`config.mk`:
```
export PLATFORM = sky130hd
export DESIGN_NAME = adder_arbiter
export DESIGN_NICKNAME = d
export VERILOG_FILES = /design/src/rtl/adder_arbiter.sv
export SDC_FILE = /design/constraint.sdc
export NUM_CORES = 1
export LEC_CHECK = 0
export CORE_MARGIN = 2
export CORE_UTILIZATION = 35
export DETAILED_ROUTE_END_ITERATION = 16
export GPL_ROUTABILITY_DRIVEN = 1
export PLACE_DENSITY = 0.67
export SETUP_SLACK_MARGIN = 0.02
export SLEW_MARGIN = 0
export SYNTH_ARGS = -nofsm -noshare
export SYNTH_HDL_FRONTEND = slang
export SYNTH_SLANG_ARGS = --single-unit
```
`constraint.sdc`:
```
create_clock -name clk -period 1.8 [get_ports clk]
set_input_delay 0.36 -clock clk [delete_from_list [all_inputs] [get_ports clk]]
set_output_delay 0.36 -clock clk [all_outputs]
set_load 0.005 [all_outputs]
```
`src/rtl/adder_arbiter.sv`:
```
// adder_arbiter: round-robin arbiter granting two requesters access to one
// shared external 5-bit ripple adder. Each operation walks
// IDLE -> CAP -> WAIT (HOLD_CYCLES cycles) -> DONE.
// Optional feature macro: ADDER_ARBITER_SUBTRACT_EN enables X-Y via op = 1.
module adder_arbiter #(
  parameter int unsigned HOLD_CYCLES = 1
) (
  input  logic       clk,
  input  logic       rst,
  input  logic       req0,
  input  logic       req1,
  input  logic [4:0] x0,
  input  logic [4:0] y0,
  input  logic [4:0] x1,
  input  logic [4:0] y1,
  input  logic       op0,
  input  logic       op1,
  output logic       gnt0,
  output logic       gnt1,
  output logic       done,
  output logic       owner,
  output logic [4:0] sum,
  output logic       cout,
  output logic [4:0] add_x,
  output logic [4:0] add_y,
  output logic       add_cin,
  input  logic [4:0] add_s,
  input  logic       add_cout
);

  localparam int unsigned W  = 5;
  localparam int unsigned CW = 4;
  localparam logic [CW-1:0] HOLD_M1 = CW'(HOLD_CYCLES - 1);

  typedef enum logic [1:0] {
    S_IDLE = 2'd0,
    S_CAP  = 2'd1,
    S_WAIT = 2'd2,
    S_DONE = 2'd3
  } state_t;

  state_t         r_state;
  state_t         w_next;
  logic           r_last;
  logic           r_owner;
  logic           r_gnt0;
  logic           r_gnt1;
  logic           r_done;
  logic [W-1:0]   r_sum;
  logic           r_cout;
  logic [W-1:0]   r_ax;
  logic [W-1:0]   r_ay;
  logic           r_cin;
  logic [CW-1:0]  r_cnt;

  logic           w_win;
  logic [W-1:0]   w_x;
  logic [W-1:0]   w_y;
  logic [W-1:0]   w_y_eff;
  logic           w_cin_eff;

  // Round-robin winner: on a tie the requester not served last wins
  always_comb begin
    w_win = req1;
    if (req0 && req1) begin
      w_win = ~r_last;
    end
  end

  // Select the current owner's operands for latching at CAP exit
  always_comb begin
    w_x = r_owner ? x1 : x0;
    w_y = r_owner ? y1 : y0;
  end

`ifdef ADDER_ARBITER_SUBTRACT_EN
  logic w_op;

  // Subtract as X + ~Y + 1 when the owner's op is 1
  always_comb begin
    w_op      = r_owner ? op1 : op0;
    w_y_eff   = w_op ? ~w_y : w_y;
    w_cin_eff = w_op;
  end
`else
  logic w_unused_op;

  // Add-only build: op inputs have no effect
  always_comb begin
    w_unused_op = op0 ^ op1;
    w_y_eff     = w_y;
    w_cin_eff   = 1'b0;
  end
`endif

  // State register
  always_ff @(posedge clk or posedge rst) begin
    if (rst) begin
      r_state <= S_IDLE;
    end else begin
      r_state <= w_next;
    end
  end

  // Next-state logic
  always_comb begin
    w_next = r_state;
    case (r_state)
      S_IDLE: if (req0 || req1) w_next = S_CAP;
      S_CAP:  w_next = S_WAIT;
      S_WAIT: if (r_cnt == '0) w_next = S_DONE;
      S_DONE: w_next = S_IDLE;
      default: w_next = S_IDLE;
    endcase
  end

  // Registered grants, operands, counter and results
  always_ff @(posedge clk or posedge rst) begin
    if (rst) begin
      r_last  <= 1'b1;
      r_owner <= 1'b0;
      r_gnt0  <= 1'b0;
      r_gnt1  <= 1'b0;
      r_done  <= 1'b0;
      r_sum   <= '0;
      r_cout  <= 1'b0;
      r_ax    <= '0;
      r_ay    <= '0;
      r_cin   <= 1'b0;
      r_cnt   <= '0;
    end else begin
      case (r_state)
        S_IDLE: begin
          if (req0 || req1) begin
            r_owner <= w_win;
            r_gnt0  <= ~w_win;
            r_gnt1  <= w_win;
          end
        end
        S_CAP: begin
          r_ax  <= w_x;
          r_ay  <= w_y_eff;
          r_cin <= w_cin_eff;
          r_cnt <= HOLD_M1;
        end
        S_WAIT: begin
          if (r_cnt == '0) begin
            r_sum  <= add_s;
            r_cout <= add_cout;
            r_done <= 1'b1;
          end else begin
            r_cnt <= r_cnt - CW'(1);
          end
        end
        S_DONE: begin
          r_done <= 1'b0;
          r_gnt0 <= 1'b0;
          r_gnt1 <= 1'b0;
          r_last <= r_owner;
        end
        default: begin
          r_done <= 1'b0;
          r_gnt0 <= 1'b0;
          r_gnt1 <= 1'b0;
        end
      endcase
    end
  end

  // Output mapping
  always_comb begin
    gnt0    = r_gnt0;
    gnt1    = r_gnt1;
    done    = r_done;
    owner   = r_owner;
    sum     = r_sum;
    cout    = r_cout;
    add_x   = r_ax;
    add_y   = r_ay;
    add_cin = r_cin;
  end

endmodule

```
# After elaboration in Yosys (flattened, before gate mapping)
# Index checks and enable logic that the tools add are counted.
[op_classes]
addsub = 1
eq_ne = 6
n_mux = 14
n_bitwise = 2
reduce_logical = 13
[ops]
columns = ["operator", "n"]
rows = [
  ["$reduce_and A2 Y1", 6],
  ["$mux W5", 2],
  ["$pmux W2 S4", 1],
  ["$pmux W4 S2", 1],
  ["$ne A2 B2 Y1 const B", 3],
  ["$pmux W1 S2", 3],
  ["$reduce_bool A2 Y1", 3],
  ["$eq A2 B2 Y1 const B", 2],
  ["$logic_not A4 Y1", 1],
  ["$mux W1", 4],
  ["$mux W2", 2],
  ["$mux W4", 1],
  ["$sub A4 B1 Y4 const B", 1],
  ["$eq A2 B1 Y1 const B", 1],
  ["$logic_not A2 Y1", 1],
  ["$not A1 Y1", 2],
  ["$logic_and A1 B1 Y1", 1],
  ["$logic_or A1 B1 Y1", 1],
]
[totals]
ff_bits = 27
input_bits = 32
out_inout_bits = 21
word_cells = 47

# Depth between registers and ports, before layout
# Gate-level depths: netlist of the first run.
[logic_depth]
ltp_word = 5
depth_mapped = 7
mapped_depth_nobuf = 5

# Worst setup path before layout of the first run
# OpenSTA, ideal clock, no wires.
[synth_path]
path_type = "register to register"
startpoint = "register r_cnt[0]"
endpoint = "register r_state[1]"
setup_time_ns = 0.128
t_arrival_ns = 1.485
required_time_ns = 1.672
slack_ns = 0.188
stages_incl_launch_ff = 6
n_path_buf = 0
period_less_slack_ns = 1.612
cell_sequence = "dfrtp_1 inv_1 ha_1 or3b_1 a21oi_2 mux2_1"
[synth_via]
elab_chain_len = 3
[synth_rtl]
columns = ["item", "line_no", "source"]
rows = [
  ["start, declared", "54", "logic [CW-1:0] r_cnt;"],
  ["start signal, assigned", "152", "r_cnt <= r_cnt - CW'(1);"],
  ["$logic_not A4 Y1", "111", "S_WAIT: if (r_cnt == '0) w_next = S_DONE;"],
  ["$ne A2 B2 Y1 (no source line)", "--", ""],
  ["$reduce_and A2 Y1 (no source line)", "--", ""],
  ["end signal, assigned", "101", "r_state <= w_next;"],
  ["end, declared", "42", "state_t r_state;"],
]
# Every way passes these cells.
# A chain may end at the register's enable or synchronous reset.

# Worst setup path after layout of the first run
# Same ends and word-level chain as after synthesis.

==> results of run 1 <==
[sequential cells by signal, summed over array words and instances, names as in the netlist, 2 cells and up]
| name | flops |
|---|---|
| add_x | 5 |
| add_y | 5 |
| r_cnt | 4 |
| r_state | 2 |
| sum | 5 |
[cell usage after synthesis]
master     n
a32o_1     1
nor3_1     1
nand2b_1   2
nand2_1    7
or3b_1     1
inv_1      6
a21oi_2    1
clkbuf_1   2
mux2i_1   12
buf_4      2
nor2_1    15
dfstp_2    1
and4bb_1   1
nand4b_1   1
conb_1     1
a31oi_1    2
mux2_2     2
a22o_1     2
mux2_1     7
dfrtp_1   26
buf_2      2
nand3_1    2
ha_1       6
nor3b_2    1
a21oi_1   13
o32a_2     1
[stage by stage]
step | cell area [sq um] | util | worst slack, ps
2_1_floorplan | 1310 | - | 187.6
3_3_place_gp | 1858 | 0.5114 | 121.2
3_5_place_dp | 1858 | 0.5114 | 76.72
4_1_cts | 1907 | 0.5248 | 64.58
5_1_grt | 1912 | 0.5262 | 25.74
6_report | 1912 | 0.5262 | 94.38
[repair_timing]
action,CTS,global route
endpoints found under the hold margin,0,0
endpoints found under the setup margin,0,2
resized for setup,0,3
[layout by cell type, fill, tap and decap left out]
cell type,instances
a22o_1,2
nand4b_1,1
clkinvlp_4,1
a21oi_2,1
inv_1,6
mux2_2,2
o32a_2,1
dfstp_2,1
nor2_1,15
buf_4,4
a21oi_1,13
clkdlybuf4s50_1,49
nor3b_2,1
and4bb_2,1
clkbuf_8,3
a32o_1,1
ha_2,1
conb_1,1
ha_1,5
a31oi_1,2
mux2i_1,12
nand3_1,2
dfrtp_1,26
nand2_1,7
or3b_4,1
mux2_1,7
nand2b_1,2
nor3_1,1
[final timing paths]
check,endpoint,depth (start not counted)
setup / recovery,r_state[1],5
hold / removal,add_y[1],3
setup reg to reg,r_state[1],5
hold reg to reg,sum[2],1
max in group asynchronous,r_last,3
min in group clk,sum[2],1
[per-layer routing]
| metal | vias up | global-route usage |
|---|---|---|
| li1 | 505 | - |
| met5 | - | 0 |
| met4 | 0 | 0.06510 |
| met1 | 485 | 0.1440 |
| met3 | 4 | 0.02226 |
| met2 | 34 | 0.2564 |
[where the power goes]
part           leakage (nW)  switching [mW]  internal (mW)
combinational         0.503           0.583          0.814
sequential            0.318           0.144          0.878
clock                0.0217           0.190          0.157
total                 0.843           0.917           1.85
[kinds of logic after synthesis]
family / after synthesis / share of synthesized area
adders and majority gates: 6 / 0.05731
muxes: 21 / 0.1691
DFF: 27 / 0.5167
AOI/OAI and AO/OA: 20 / 0.09551
and+or+nand+nor: 31 / 0.1165
other: 1 / 0.002863
buffers and inverters: 12 / 0.04202
[critical path, delay by kind of cell, from the launching register on]
kind / cells / cell delay [ps]
compound gates: 1 / 170
fa+ha+maj: 1 / 220
mux: 1 / 330
buf+inv: 1 / 80
flops: 1 / 420
simple gates: 1 / 400
[layout make-up]
class / instances / area share
multi-input combinational: 79 / 0.3050
clock buffer: 3 / 0.02160
sequential: 27 / 0.3541
inverter: 6 / 0.01178
tap: 48 / 0.03141
timing repair buffer: 53 / 0.2723
clock inverter: 1 / 0.003927
==> out/metrics.yaml, run 1 <==
status: "complete, no violations"
syn_avg_cell_area_sq_um: 11.10
required_ps: 1960
grt_usage: 0.1353
cp.arrival_ps: 1870
cts_root_buffer: "clkbuf_8"
antenna_cells: 0
path_max_fanout: 5
drcViolationCount: 0
m1WireLength_um: 1100
synthDistinctLibCells: 26
cp_cell_sequence: "inv_1 > ha_2 > or3b_4 > a21oi_2 > mux2_1"
cts-hold-fix-buffers: 0
yosysSeqAreaShare: 0.5167
post-cts-setup-buffers: 0
antenna_found_initial: 0
ant_nets: 0
insertion_delay_ps: 270
startpoint_type: "flop"
via_count: 1028
first_global_vias: 1031
synth.top_cell.area_share: 0.4967
power_density_nw_per_um2: 1446
multiInputGateArea_sq_um: 583.1
synthToLayoutAreaGrowth_pct: 45.94
fill_cells: 324
initialDrtViolationCount: 18
wl_met3_um: 164
drive_above_1_share: 0.1006
crit_path_end_kind: "flop"
htreeDepth: 1
min_period_ps: 1706
num_io_pins: 53
start_util: 0.3605
yosys_warnings: 0
max_freq_mhz: 586.3
grt_max_degree: 28
io_buffers: 49
dieHeight_um: 65.18
globalRouteOverflowTotal: 0
cts_sinks: 27
setup_viol: 0
synthTopCellsByArea: "dfrtp_1 (50%), mux2i_1 (9.2%), mux2_1 (6.0%)"
setup_tns_ps: 0
totalWireLength_um: 2683
syn_area_sq_um: 1310
reg2reg_slack_ps: 90
holdWs_ps: 430.3
clock_path_buffers: 2
power.leakage_nw: 0.8434
hold_viol_final: 0
cts_buffers: 3
core_sq_um: 3633
synth-seq-cells: 27
drt-pass1-iter-count: 4
critPathLaunch: "r_cnt[0]"
reg2reg_from: "r_cnt[0]"
seqCellArea_sq_um: 676.9
finalMaxSlewViolations: 0
worstSetupPathType: "reg -> reg"
fin_cells: 217
synth_fp_nets: 156
hold_path.class: "in -> async"
fin_crit_sh: 0.9476
routed_via_density: 4.737
route.met2.wl_um: 1367
place_inst: 213
max_stage_delay_ps: 420
vdd_drop_max_mv: 0.4741
yosysTopAreaCell: "dfrtp_1"
syn_inst: 118
std_cell_rows: 22
gp_congestion: 0.6972
nNetsFinal: 208
maxCapViolations: 0
highest_layer: "met4"
dieArea_sq_um: 4248
slowest_stage: "dfrtp_1"
finClkSkew_ps: 5.447
path_clk_slew_ps: 90
dp_hpwl_um: 2133
cts_tree: "yes"
drt-wirelength-per-cell_um: 12.36
die_w_um: 65.18
rsz0062_at_grt: "false"
finalPower_mw: 2.765
grt_pass1_wl_um: 4471
Note: power is estimated with default switching activity, not from simulation.
==> inputs of run 2 (changes only) <==
- CORE_UTILIZATION: 35 -> 42
- CTS_CLUSTER_SIZE: not set -> 12
- PLACE_DENSITY: 0.67 -> 0.78
==> run 2 against run 1 <==
  * Count of clock-buffer cells in the layout stayed put
  * Via count is 3.2% higher
  * First-iteration DRC count is 22% lower
  * Total power is 2.9% lower
  * Critical path depth stayed put
  * Final cell count is 6.5% lower
==> out/metrics.yaml, run 2 (same netlist as run 1, synthesis figures left out) <==
hold_viol_final: 0
routed_via_density: 5.227
htreeDepth: 1
dieHeight_um: 59.85
power_frac_comb: 0.519
synthToLayoutAreaGrowth_pct: 43.65
first_global_vias: 1058
multiInputGateArea_sq_um: 583.1
antenna_found_initial: 0
drcViolationCount: 0
cp.arrival_ps: 1920
cts_sinks: 27
gp_congestion: 0.7870
grt_max_degree: 28
globalRouteOverflowTotal: 0
pwr-share-seq: 0.381
antenna_cells: 0
power.leakage_nw: 0.8433
dieArea_sq_um: 3582
cts_buffers: 3
fill_cells: 248
fin_area_sq_um: 1882
worstSetupPathType: "reg -> reg"
seqCellArea_sq_um: 676.9
cts_root_buffer: "clkbuf_4"
core_sq_um: 3003
totalWireLength_um: 2861
place_area_sq_um: 1839
cts-hold-fix-buffers: 0
finClkSkew_ps: 5.962
crit_path_end_kind: "flop"
nNetsFinal: 209
final_common_cell: "clkdlybuf4s50_1"
via_count: 1061
rsz0062_at_grt: "false"
startpoint_type: "flop"
start_util: 0.4362
hold_path.class: "in -> async"
switching_share: 0.3403
final_core_util: 0.6267
path_clk_slew_ps: 150
required_ps: 2030
ant_nets: 0
maxCapViolations: 0
setup_tns_ps: 0
p_int_mw: 1.771
num_io_pins: 53
finalPower_mw: 2.684
p_sw_mw: 0.9134
drt-pass1-iter-count: 4
clock_power_share: 0.100
die_w_um: 59.85
io_buffers: 49
vdd_drop_max_mv: 0.6750
dp_hpwl_um: 2292
path_max_fanout: 5
layout_common_cells: "clkdlybuf4s50_1 (49), dfrtp_1 (26), nor2_1 (15)"
grt_pass1_wl_um: 4609
clock_path_buffers: 2
drt-wirelength-per-cell_um: 14.09
initialDrtViolationCount: 14
finalMaxSlewViolations: 0
power_density_nw_per_um2: 1426
cts_tree: "yes"
status: "complete, no violations"
min_period_ps: 1691
std_cell_rows: 20
grt_usage: 0.1736
max_freq_mhz: 591.4
setup_viol: 0
insertion_delay_ps: 330
drive_above_1_share: 0.1000
fin_crit_sh: 0.9394
[run 2: cell count changes in the layout (fill, tap and decap cells not counted), sizes merged]
cell and change:
buf +1
[run 2: final timing paths]
check | cells after the start | start | slack (ps) | to
worst min-delay path | 3 | rst | 380 | sum[2]
worst min register to register | 1 | sum[2] | 510 | sum[2]
worst max register to register | 5 | r_cnt[1] | 110 | r_state[1]
min in group clk | 1 | sum[2] | 510 | sum[2]
max in group asynchronous | 3 | rst | 1110 | r_last
worst max-delay path | 5 | r_cnt[1] | 110 | r_state[1]
[run 2: cell type report]
class | count | area share
inverter | 6 | 0.01197
clock inverter | 1 | 0.003989
multi-input combinational | 79 | 0.3098
sequential | 27 | 0.3597
timing repair buffer | 54 | 0.2806
tap | 33 | 0.02194
clock buffer | 3 | 0.01197
[run 2: stage by stage]
stage / worst slack, ps / cells / hold WS (ps)
floorplan: 187.6 / 118 / 412.0
global placement: 139.5 / 198 / 471.0
detailed placement: 83.80 / 198 / 478.4
CTS: 59.42 / 202 / 381.5
global route: 27.44 / 203 / 387.8
finish: 109.0 / 203 / 376.3
[run 2: critical path: stages, from the launching register on]
cell,delay (ps)
dfrtp_1,430
inv_1,70
ha_2,210
or3b_4,390
a21oi_2,160
mux2_1,330
[run 2: power groups by stage]
stage	combinational (mW)	clock [mW]	sequential, mW
after floorplan	0.718	0	1.05
after global placement	1.36	0	1.02
after detailed placement	1.42	0	1.04
after CTS	1.42	0.282	1.02
after global routing	1.56	0.313	1.06
final	1.39	0.267	1.02
[run 2: timing repair]
item / in CTS / in global routing
endpoints found under the hold margin: 0 / 0
setup buffers: 0 / 1
gates resized for setup: 0 / 2
endpoints found under the setup margin: 0 / 1
[run 2: per-layer routing]
layer | wire (um) | global-route usage | part of all wire
met1 | 1212 | 0.1953 | 0.42
met5 | 0 | 0 | 0
met4 | 25 | 0.04762 | 0.0087
met2 | 1454 | 0.3276 | 0.51
met3 | 169 | 0.03463 | 0.059
==> inputs of run 3 (changes only) <==
- CTS_BUF_LIST: not set -> sky130_fd_sc_hd__clkbuf_16
==> run 3 against run 2 <==
  * Register-to-register slack is essentially flat
  * First-iteration DRC count down 21%
  * Global-route usage decreased by 0.36 points
  * Die area unchanged
  * Clock skew is 3.1 ps lower
  * Total power rose by 9.1%
  * Count of clock-buffer cells in the layout is the same
  * Design area grew 2.4%
  * Sequential power barely moved
  * Highest routed layer unchanged
  * Flip-flop and latch count did not move
==> out/metrics.yaml, run 3 (same netlist as run 1, synthesis figures left out) <==
status: "complete, no violations"
startpoint_type: "flop"
max_freq_mhz: 595.7
drt-pass1-iter-count: 4
htreeDepth: 1
r2r-end: "r_state[1]"
setup_viol: 0
drt-wirelength-per-cell_um: 14.29
dieHeight_um: 59.85
p_sw_mw: 0.9385
grt_pass1_wl_um: 4567
vdd_drop_max_mv: 0.7642
switching_share: 0.3203
finalMaxSlewViolations: 0
power.leakage_nw: 0.8610
layout_common_cells: "clkdlybuf4s50_1 (49), dfrtp_1 (26), nor2_1 (15)"
post_cts_resize_count: 0
pwr-share-seq: 0.351
finalPower_mw: 2.930
die_w_um: 59.85
min_period_ps: 1679
path_clk_slew_ps: 70
insertion_delay_ps: 260
drive_above_1_share: 0.09467
cts_sinks: 27
setup_tns_ps: 0
rsz0062_at_grt: "false"
cts_tree: "yes"
clock_power_share: 0.173
nNetsFinal: 208
globalRouteOverflowTotal: 0
required_ps: 1940
grt_usage: 0.1700
drcViolationCount: 0
path_max_fanout: 5
antenna_found_initial: 0
power_frac_comb: 0.476
hold_path.class: "in -> async"
hold_viol_final: 0
cts-hold-fix-buffers: 0
grt_max_degree: 28
cts_buffers: 3
start_util: 0.4362
finClkSkew_ps: 2.828
post-cts-setup-buffers: 0
cts_root_buffer: "clkbuf_16"
fill_cells: 243
crit_path_end_kind: "flop"
via_count: 1060
routed_via_density: 5.248
worstSetupPathType: "reg -> reg"
antenna_cells: 0
gp_congestion: 0.7870
dieArea_sq_um: 3582
std_cell_rows: 20
maxCapViolations: 0
p_int_mw: 1.991
totalWireLength_um: 2886
num_io_pins: 53
clock_path_buffers: 2
core_sq_um: 3003
power_density_nw_per_um2: 1520
cp.arrival_ps: 1820
fin_crit_sh: 0.9326
first_global_vias: 1036
initialDrtViolationCount: 11
reg2reg_slack_ps: 120
reg2reg_from: "r_cnt[0]"
final_common_cell: "clkdlybuf4s50_1"
synthToLayoutAreaGrowth_pct: 47.09
r2r_cells: 5
dp_hpwl_um: 2292
ant_nets: 0
io_buffers: 49
[run 3: layout make-up]
type	count	area [sq um]	share of cell area
Multi-Input combinational cell	79	583.1	0.3026
Timing Repair Buffer	53	520.5	0.2701
Tap cell	33	41.29	0.02143
Clock inverter	1	7.507	0.003896
Sequential cell	27	676.9	0.3513
Clock buffer	3	75.07	0.03896
Inverter	6	22.52	0.01169
[run 3: power by group through the flow]
stage / sequential [mW] / combinational, mW / clock [mW]
3_3_place_gp: 1.02 / 1.36 / 0
6_report: 1.03 / 1.39 / 0.507
4_1_cts: 1.03 / 1.42 / 0.519
5_1_grt: 1.06 / 1.56 / 0.548
2_1_floorplan: 1.05 / 0.718 / 0
3_5_place_dp: 1.04 / 1.42 / 0
[run 3: how the worst max path moves through the flow]
stage	from	end	cells after the start
floorplan	r_cnt[0]	r_state[1]	5
global placement	r_cnt[0]	r_state[1]	5
detailed placement	r_cnt[0]	r_state[1]	5
CTS	r_cnt[0]	r_state[1]	5
global route	r_cnt[0]	r_state[1]	5
finish	r_cnt[0]	r_state[1]	5
[run 3: worst max-delay path, cell delays in order, from the launching register on]
cell and delay (ps):
dfrtp_1 410, inv_1 70, ha_2 210, or3b_4 390, a21oi_2 160, mux2_1 330
[run 3: per-layer routing]
metal | vias to the layer above | track usage | share of wire
met2 | 36 | 0.3214 | 0.52
met3 | 4 | 0.02165 | 0.061
met4 | 0 | 0.04762 | 0.010
met1 | 512 | 0.1981 | 0.41
met5 | - | 0 | 0
li1 | 508 | - | -
[run 3: stage by stage]
step / area [sq um] / util / cells / setup WS, ps / hold slack (ps)
4_1_cts: 1922 / 0.6400 / 202 / 71.85 / 481.5
6_report: 1927 / 0.6417 / 202 / 121.3 / 472.0
2_1_floorplan: 1310 / - / 118 / 187.6 / 412.0
3_5_place_dp: 1839 / 0.6125 / 198 / 83.80 / 478.4
3_3_place_gp: 1839 / 0.6125 / 198 / 139.5 / 471.0
5_1_grt: 1927 / 0.6417 / 202 / 17.97 / 500.0
